File: src/rtl/main_fsm.sv
// Multicycle main controller for the RV32I+FP datapath.
// Moore sequencer for fetch/decode/execute/writeback. It adds memory wait
// states, a variable-latency FP handshake with a timeout, and a terminal
// illegal-op fault state.
module main_fsm #(
    parameter int unsigned FP_TIMEOUT  = 32,
    parameter int unsigned TMO_W       = 6,
    parameter int unsigned MEM_WAIT_EN = 1
) (
    input  logic       clk,
    input  logic       reset,
    input  logic [6:0] op,
    input  logic       mem_ready,
    input  logic       fp_done,
    output logic       PCUpdate,
    output logic       Branch,
    output logic       AdrSrc,
    output logic       IRWrite,
    output logic       MemWrite,
    output logic       RegWrite,
    output logic [1:0] ResultSrc,
    output logic [1:0] ALUSrcA,
    output logic [1:0] ALUSrcB,
    output logic [1:0] ALUOp,
    output logic [2:0] ImmSrc,
    output logic       FPStart,
    output logic       Illegal,
    output logic [3:0] state_o
);

    localparam int unsigned OP_W = 7;

    localparam logic [OP_W-1:0] OP_LW   = 7'b0000011;
    localparam logic [OP_W-1:0] OP_SW   = 7'b0100011;
    localparam logic [OP_W-1:0] OP_RTYP = 7'b0110011;
    localparam logic [OP_W-1:0] OP_ITYP = 7'b0010011;
    localparam logic [OP_W-1:0] OP_BEQ  = 7'b1100011;
    localparam logic [OP_W-1:0] OP_JAL  = 7'b1101111;
    localparam logic [OP_W-1:0] OP_LUI  = 7'b0110111;
    localparam logic [OP_W-1:0] OP_FP   = 7'b1010011;

    typedef enum logic [3:0] {
        FETCH    = 4'd0,
        DECODE   = 4'd1,
        MEMADR   = 4'd2,
        MEMREAD  = 4'd3,
        MEMWB    = 4'd4,
        MEMWRITE = 4'd5,
        EXECR    = 4'd6,
        EXECI    = 4'd7,
        ALUWB    = 4'd8,
        BEQ      = 4'd9,
        JAL      = 4'd10,
        LUI      = 4'd11,
        FPSTART  = 4'd12,
        FPWAIT   = 4'd13,
        FPWB     = 4'd14,
        FAULT    = 4'd15
    } state_t;

    state_t           state;
    state_t           nextState;
    logic [TMO_W-1:0] fpCount;
    logic             memRdy;
    logic             fpTimeout;

    // Wait states can be disabled for an always-ready memory.
    assign memRdy    = (MEM_WAIT_EN != 0) ? mem_ready : 1'b1;
    assign fpTimeout = (fpCount == TMO_W'(FP_TIMEOUT - 1));
    assign state_o   = state;

    // State register; reset abandons any in-flight instruction.
    always_ff @(posedge clk or negedge reset) begin
        if (!reset) begin
            state <= FETCH;
        end else begin
            state <= nextState;
        end
    end

    // FP wait counter: cleared on start, advances every FPWAIT cycle.
    always_ff @(posedge clk or negedge reset) begin
        if (!reset) begin
            fpCount <= '0;
        end else if (state == FPSTART) begin
            fpCount <= '0;
        end else if (state == FPWAIT) begin
            fpCount <= fpCount + TMO_W'(1);
        end
    end

    // Next-state and state-decoded control outputs; strobes held low in reset.
    always_comb begin
        nextState = state;
        PCUpdate  = 1'b0;
        Branch    = 1'b0;
        AdrSrc    = 1'b0;
        IRWrite   = 1'b0;
        MemWrite  = 1'b0;
        RegWrite  = 1'b0;
        ResultSrc = 2'b00;
        ALUSrcA   = 2'b00;
        ALUSrcB   = 2'b00;
        ALUOp     = 2'b00;
        FPStart   = 1'b0;
        Illegal   = 1'b0;

        case (state)
            FETCH: begin
                ALUSrcB   = 2'b10;
                ResultSrc = 2'b10;
                IRWrite   = memRdy;
                PCUpdate  = memRdy;
                if (memRdy) nextState = DECODE;
            end
            DECODE: begin
                ALUSrcA = 2'b01;
                ALUSrcB = 2'b01;
                case (op)
                    OP_LW, OP_SW: nextState = MEMADR;
                    OP_RTYP:      nextState = EXECR;
                    OP_ITYP:      nextState = EXECI;
                    OP_BEQ:       nextState = BEQ;
                    OP_JAL:       nextState = JAL;
                    OP_LUI:       nextState = LUI;
                    OP_FP:        nextState = FPSTART;
                    default:      nextState = FAULT;
                endcase
            end
            MEMADR: begin
                ALUSrcA   = 2'b10;
                ALUSrcB   = 2'b01;
                nextState = (op == OP_SW) ? MEMWRITE : MEMREAD;
            end
            MEMREAD: begin
                AdrSrc = 1'b1;
                if (memRdy) nextState = MEMWB;
            end
            MEMWB: begin
                ResultSrc = 2'b01;
                RegWrite  = 1'b1;
                nextState = FETCH;
            end
            MEMWRITE: begin
                AdrSrc   = 1'b1;
                MemWrite = 1'b1;
                if (memRdy) nextState = FETCH;
            end
            EXECR: begin
                ALUSrcA   = 2'b10;
                ALUOp     = 2'b10;
                nextState = ALUWB;
            end
            EXECI: begin
                ALUSrcA   = 2'b10;
                ALUSrcB   = 2'b01;
                ALUOp     = 2'b10;
                nextState = ALUWB;
            end
            ALUWB: begin
                RegWrite  = 1'b1;
                nextState = FETCH;
            end
            BEQ: begin
                ALUSrcA   = 2'b10;
                ALUOp     = 2'b01;
                Branch    = 1'b1;
                nextState = FETCH;
            end
            JAL: begin
                ALUSrcA   = 2'b01;
                ALUSrcB   = 2'b10;
                PCUpdate  = 1'b1;
                nextState = ALUWB;
            end
            LUI: begin
                ALUSrcA   = 2'b11;
                ALUSrcB   = 2'b01;
                nextState = ALUWB;
            end
            FPSTART: begin
                FPStart   = 1'b1;
                ALUOp     = 2'b11;
                nextState = FPWAIT;
            end
            FPWAIT: begin
                ALUOp = 2'b11;
                // A result arriving on the last allowed cycle still wins.
                if (fp_done) begin
                    nextState = FPWB;
                end else if (fpTimeout) begin
                    nextState = FAULT;
                end
            end
            FPWB: begin
                ResultSrc = 2'b11;
                RegWrite  = 1'b1;
                ALUOp     = 2'b11;
                nextState = FETCH;
            end
            FAULT: begin
                Illegal   = 1'b1;
                nextState = FAULT;
            end
            default: nextState = FAULT;
        endcase

        if (!reset) begin
            PCUpdate = 1'b0;
            Branch   = 1'b0;
            IRWrite  = 1'b0;
            MemWrite = 1'b0;
            RegWrite = 1'b0;
            FPStart  = 1'b0;
        end
    end

    // Immediate format selected straight from the opcode.
    always_comb begin
        ImmSrc = 3'b000;
        case (op)
            OP_SW:   ImmSrc = 3'b001;
            OP_BEQ:  ImmSrc = 3'b010;
            OP_JAL:  ImmSrc = 3'b011;
            OP_LUI:  ImmSrc = 3'b100;
            default: ImmSrc = 3'b000;
        endcase
    end

endmodule

File: config.mk
export PLATFORM = sky130hd
export DESIGN_NAME = main_fsm
export DESIGN_NICKNAME = d
export VERILOG_FILES = /design/src/rtl/main_fsm.sv
export SDC_FILE = /design/constraint.sdc
export NUM_CORES = 1
export LEC_CHECK = 0
export BUFFER_PORTS_ARGS = -buffer_cell sky130_fd_sc_hd__buf_2
export CORE_MARGIN = 4
export CORE_UTILIZATION = 45
export CTS_CLUSTER_SIZE = 16
export DETAILED_ROUTE_END_ITERATION = 8
export PLACE_DENSITY = 0.81
export SYNTH_ARGS = -nofsm -noshare
export SYNTH_HDL_FRONTEND = slang
export SYNTH_SLANG_ARGS = --single-unit
File: constraint.sdc
create_clock -name clk -period 1.8 [get_ports clk]
set_clock_uncertainty 0.2 [all_clocks]
set_input_delay 0.09 -clock clk [delete_from_list [all_inputs] [get_ports clk]]
set_output_delay 0.09 -clock clk [all_outputs]
set_load 0.02 [all_outputs]
# Yosys cells after proc, flatten, opt, wreduce, memory -nomap -nowiden
# Cells that the tools add are included.
[word_totals]
register_bits = 10
latch_bits = 0
ram_bits = 0
rom_bits = 0
input_bits = 11
wordCells = 74
n_memories = 0
[op_classes]
add_sub_neg = 1
multipliers = 0
div = 0
n_lt_le_gt_ge = 0
eq_ne = 28
shifts = 0
mux = 29
bitwise_logic = 0
n_reduce_logical = 14
[op_table]
columns = ["op", "count"]
rows = [
  ["one-hot mux 4 bit (10 select lines)", 1],
  ["== test 4 bit (second input constant)", 8],
  ["one-hot mux 4 bit (7 select lines)", 1],
  ["== test 7 x 6 -> 1 bit (second input constant)", 3],
  ["== test 7 bit (second input constant)", 3],
  ["2-to-1 mux 4 bit", 5],
  ["one-hot mux 2 bit (3 select lines)", 3],
  ["== test 4 x 3 -> 1 bit (second input constant)", 4],
  ["OR reduction 4 bit", 4],
  ["2-to-1 mux 1 bit", 13],
  ["2-to-1 mux 6 bit", 2],
  ["one-hot mux 3 bit (4 select lines)", 1],
  ["OR reduction 2 bit", 5],
  ["== test 4 x 2 -> 1 bit (second input constant)", 2],
  ["== test 7 x 2 -> 1 bit (second input constant)", 1],
  ["== test 7 x 5 -> 1 bit (second input constant)", 1],
  ["adder 6 x 1 -> 6 bit (second input constant)", 1],
  ["== test 6 x 5 -> 1 bit (second input constant)", 1],
  ["!= test 2 bit (second input constant)", 3],
  ["OR reduction 3 bit", 2],
  ["== test 4 x 1 -> 1 bit (second input constant)", 1],
  ["logical NOT 4 bit", 1],
  ["one-hot mux 2 bit (2 select lines)", 1],
  ["AND reduction 4 bit", 1],
  ["other kinds (4)", 4],
]

# Longest topological paths before layout
[depth]
word_depth = 4
mapped_depth = 6
ltp_nobuf = 5

# Worst setup path after synthesis
# OpenSTA, ideal clock, no wires.
[synth_timing]
path_type = "flip-flop to output port"
from = "reg state[3] (netlist: state_o[3])"
to = "out PCUpdate"
arrival_ps = 2116
required_time_ps = 1510
setup_slack_ps = -606
path_stages_with_launch = 4
path_buffers = 1
path_cell_list = "dfrtp_1 buf_2 or3_1 a2111oi_0"
[synth_between]
elab_chain_cells = 3
[synth_lines]
columns = ["item", "line_no", "rtl"]
rows = [
  ["from (decl)", "61", "state_t state;"],
  ["from (signal assigned)", "77", "state <= nextState;"],
  ["== test 4 bit / logical NOT 4 bit (equally long branches)", "108", "case (state)"],
  ["one-hot mux 1 bit (2 select lines) *", "108", ""],
  ["2-to-1 mux 1 bit *", "208", "if (!reset) begin"],
  ["to (decl)", "15", "output logic PCUpdate,"],
]
# Every way passes the cells marked *; elsewhere a longest branch is shown, timed or not.

# Worst setup path in the final report
[layout_timing]
from = "reg state[3] (netlist: state_o[3])"
to = "out ALUSrcB[0]"
[layout_between]
elab_chain_cells = 3
[layout_lines]
columns = ["item", "line_no", "rtl"]
rows = [
  ["== test 4 x 1 -> 1 bit, or another cell as far along", "108", ""],
  ["OR reduction 4 bit (no line) / OR reduction 2 bit (equally long branches)", "--", ""],
  ["one-hot mux 2 bit (2 select lines) *", "108", ""],
  ["to (decl)", "23", "output logic [1:0] ALUSrcB,"],
]
# Marked as above.

==> summary.txt <==
Drt
  – Routed Antenna Nets: 0
  – Drt first pass iters: 7
  – DRC viols: 0
  – Via Count: 1,502
  – DR iter-0 viols: 100
  – Detailed-route wire length per cell: 18.4 um
  – Final wirelength: 4190 um
  – Vias per cell: 6.59

Die
  – DIE HEIGHT: 56.8 um
  – DIE WIDTH: 56.8 um
  – Initial Utilization: 47.9%
  – Ports: 34
  – Die area: 3220 um^2
  – Core area: 2230 um^2
  – Num rows: 17

Critical path
  – Worst reg2reg endpoint: state_o[1]
  – Crit path from: state_o[3]
  – Worst r2r src: state_o[1]
  – Crit Path Max Fanout: 9
  – Worst Setup EP: ALUSrcB[0]
  – CP startpoint kind: register
  – Critical path data arrival time: 1.63 ns
  – WP data required: 1.51 ns
  – Worst setup path class: reg2out
  – R2r setup slk: -0.04 ns
  – Worst reg2reg path depth: 5
  – Setup crit end kind: output pin

Power
  – Clock network fraction of design power: 5.7%
  – Cell internal pwr: 1.47 mW
  – Combinational share of power: 80.1%
  – Total power: 2.92 mW
  – Switching Fraction: 49.7%
  – Worst VDD drop: 1.24 mV
  – Sequential share of power: 14.2%
  – Net switching power: 1.45 mW
  – Pleak: 0.753 nW
  – Power density over cell area: 1730 nW/um^2

Yosys
  – Synthesized area: 1070 um^2
  – Synthesized Nets: 161
  – FFs w/ async S/R, synth: 100%
  – Cell count after synthesis: 149
  – Synth top area share: 23.4%
  – YS warnings: 0
  – Main area contributors after synthesis: dfrtp_1 (23%), nand2_1 (6.7%), nor2_1 (4.6%)
  – Cell taking the most area after synthesis: dfrtp_1
  – Syn Area/Cell: 7.18 um^2
  – Flops & latches, synth: 10
  – Post-synth cell types: 48
  – Post-synth top flop: dfrtp_1
  – Sequential area share after synthesis: 23.4%
  – Post-synth EDFFs: 0

Final layout
  – Multi-input gate area: 877 um^2
  – Commonest non-fill, non-tap cell in the layout: buf_4
  – Filler cell count: 149
  – Most frequent cells in the layout: buf_4 (25), buf_2 (22), nand2_1 (18)
  – Register Area: 255 um^2
  – Diode count: 0
  – Share of cells above drive strength 1: 47.5%
  – Nets@finish: 213
  – Area Overhead vs Synth: 57.5%

Hold path
  – Worst hold path type: in2reg

Clock network
  – Htree depth: 1
  – CTS Root Cell: clkbuf_4
  – TritonCTS clock tree: built
  – Number of buffers created by CTS: 3
  – Clk buf depth: 2
  – CTS clk-pin slew, worst paths: 0.07 ns
  – Worst skew pair latency: 0.26 ns
  – Clk sinks: 10

STA
  – Setup-failing EPs final: 7
  – RSZ-0062 raised after global routing: true
  – Final hold violations: 0
  – Slew Limit Fails: 0
  – Worst-margin pin slew: 0.386 ns
  – Final worst slack: -0.118 ns
  – Peak Freq: 521 MHz
  – TNS Setup: -0.321 ns
  – Min cycle time layout: 1.92 ns
  – Slew margin rel.: 74.0%
  – Final Cycle Share: 107%

Global routing
  – Grt ovf: 0
  – Number of global-route vias before repair: 1,250
  – First-pass GRT wire length: 5820 um
  – Largest net degree at the start of global routing: 14
  – Initial antenna violation count: 0
  – GR Util All Layers: 22.3%

Flow run
  – Max-Cap Viols: 0

Status
  – Status: complete, but fails checks
  – Failing checks: setup timing

Placed design
  – Gpl congestion: 0.849
  – IO Port Bufs: 33
  – Final HPWL DP: 2360 um
synth_stat cells (all sizes together), types with 2 or more instances:
master / number
nand2: 19
nor2: 13
dfrtp: 10
nor3: 9
buf: 8
a21oi: 7
nand3: 7
o21ai: 7
clkbuf: 6
inv: 6
nor3b: 6
a31oi: 5
nand2b: 4
o311ai: 3
a2111o: 2
a221o: 2
mux2i: 2
nand3b: 2
nand4bb: 2
o22ai: 2
or2: 2
or3: 2
xor2: 2
sequential cells by signal, summed over array words and instances, names as in the netlist:
name and cells:
fpCount 6, state_o 4
worst max-delay path: stages (launching register included):
cell and delay, ns:
dfrtp_2 0.42, buf_4 0.21, xor2_1 0.25, nand2_1 0.14
a31oi_2 0.19, buf_4 0.16
power groups by stage:
stage                     combinational (mW)  clock, mW  sequential, mW
final                                   2.34      0.167           0.415
after global routing                    2.48      0.182           0.423
after CTS                               1.85      0.167           0.394
after detailed placement                1.54          0           0.446
after global placement                  1.51          0           0.437
after floorplan                         1.14          0           0.406
stage by stage:
step	cell area, um^2	instances	setup slack [ns]	hold slack, ns	util (%)
6_report	1690	228	-0.118	0.0728	75.5
5_1_grt	1690	228	-0.171	0.0836	75.5
3_5_place_dp	1350	210	0.0232	-0.147	60.3
2_1_floorplan	1120	149	-0.115	-0.406	-
3_3_place_gp	1350	210	0.0576	-0.149	60.3
4_1_cts	1510	223	-0.0828	0.0342	67.6
per-layer routing:
layer	vias up	share of wire, %	global-route usage (%)
met1	705	37	28.8
met4	0	4.0	7.95
met5	-	0	0
met2	123	47	36.0
li1	653	-	-
met3	21	12	5.06
layout make-up:
cell class / count / area share [%]
multi-input combinational: 118 / 52.0
sequential: 10 / 15.1
timing repair buffer: 61 / 27.3
clock buffer: 4 / 1.56
inverter: 7 / 1.86
tap: 28 / 2.08
kinds of logic (layout without fill, tap and decap cells):
family	after synthesis	count (layout)	synth area share, %
AO/OA/AOI/OAI	39	39	25.7
flip-flops	10	10	23.4
adder cells (fa/ha/maj)	1	1	1.17
XOR/XNOR	3	3	2.46
multiplexers	2	2	1.87
buffers and inverters	21	72	9.24
AND/OR/NAND/NOR	73	73	36.1
how the worst min path moves through the flow:
| stage | start | to | slack (ns) | cells after the start |
|---|---|---|---|---|
| 2_1_floorplan | reset | fpCount[0] | -0.41 | 0 |
| 3_3_place_gp | reset | fpCount[5] | -0.15 | 2 |
| 3_5_place_dp | reset | fpCount[3] | -0.15 | 2 |
| 4_1_cts | op[6] | state_o[2] | 0.03 | 4 |
| 5_1_grt | op[6] | state_o[2] | 0.08 | 4 |
| 6_report | op[6] | state_o[2] | 0.07 | 4 |
what timing repair did:
action / in CTS / in global routing
endpoints found under the hold margin: 10 / 0
hold buffers: 1 / 0
gates cloned: 0 / 1
setup buffers: 8 / 4
resized for setup: 20 / 35
pin swaps: 3 / 11
endpoints found under the setup margin: 10 / 16
No activity file was read; power rests on OpenSTA's default activity.
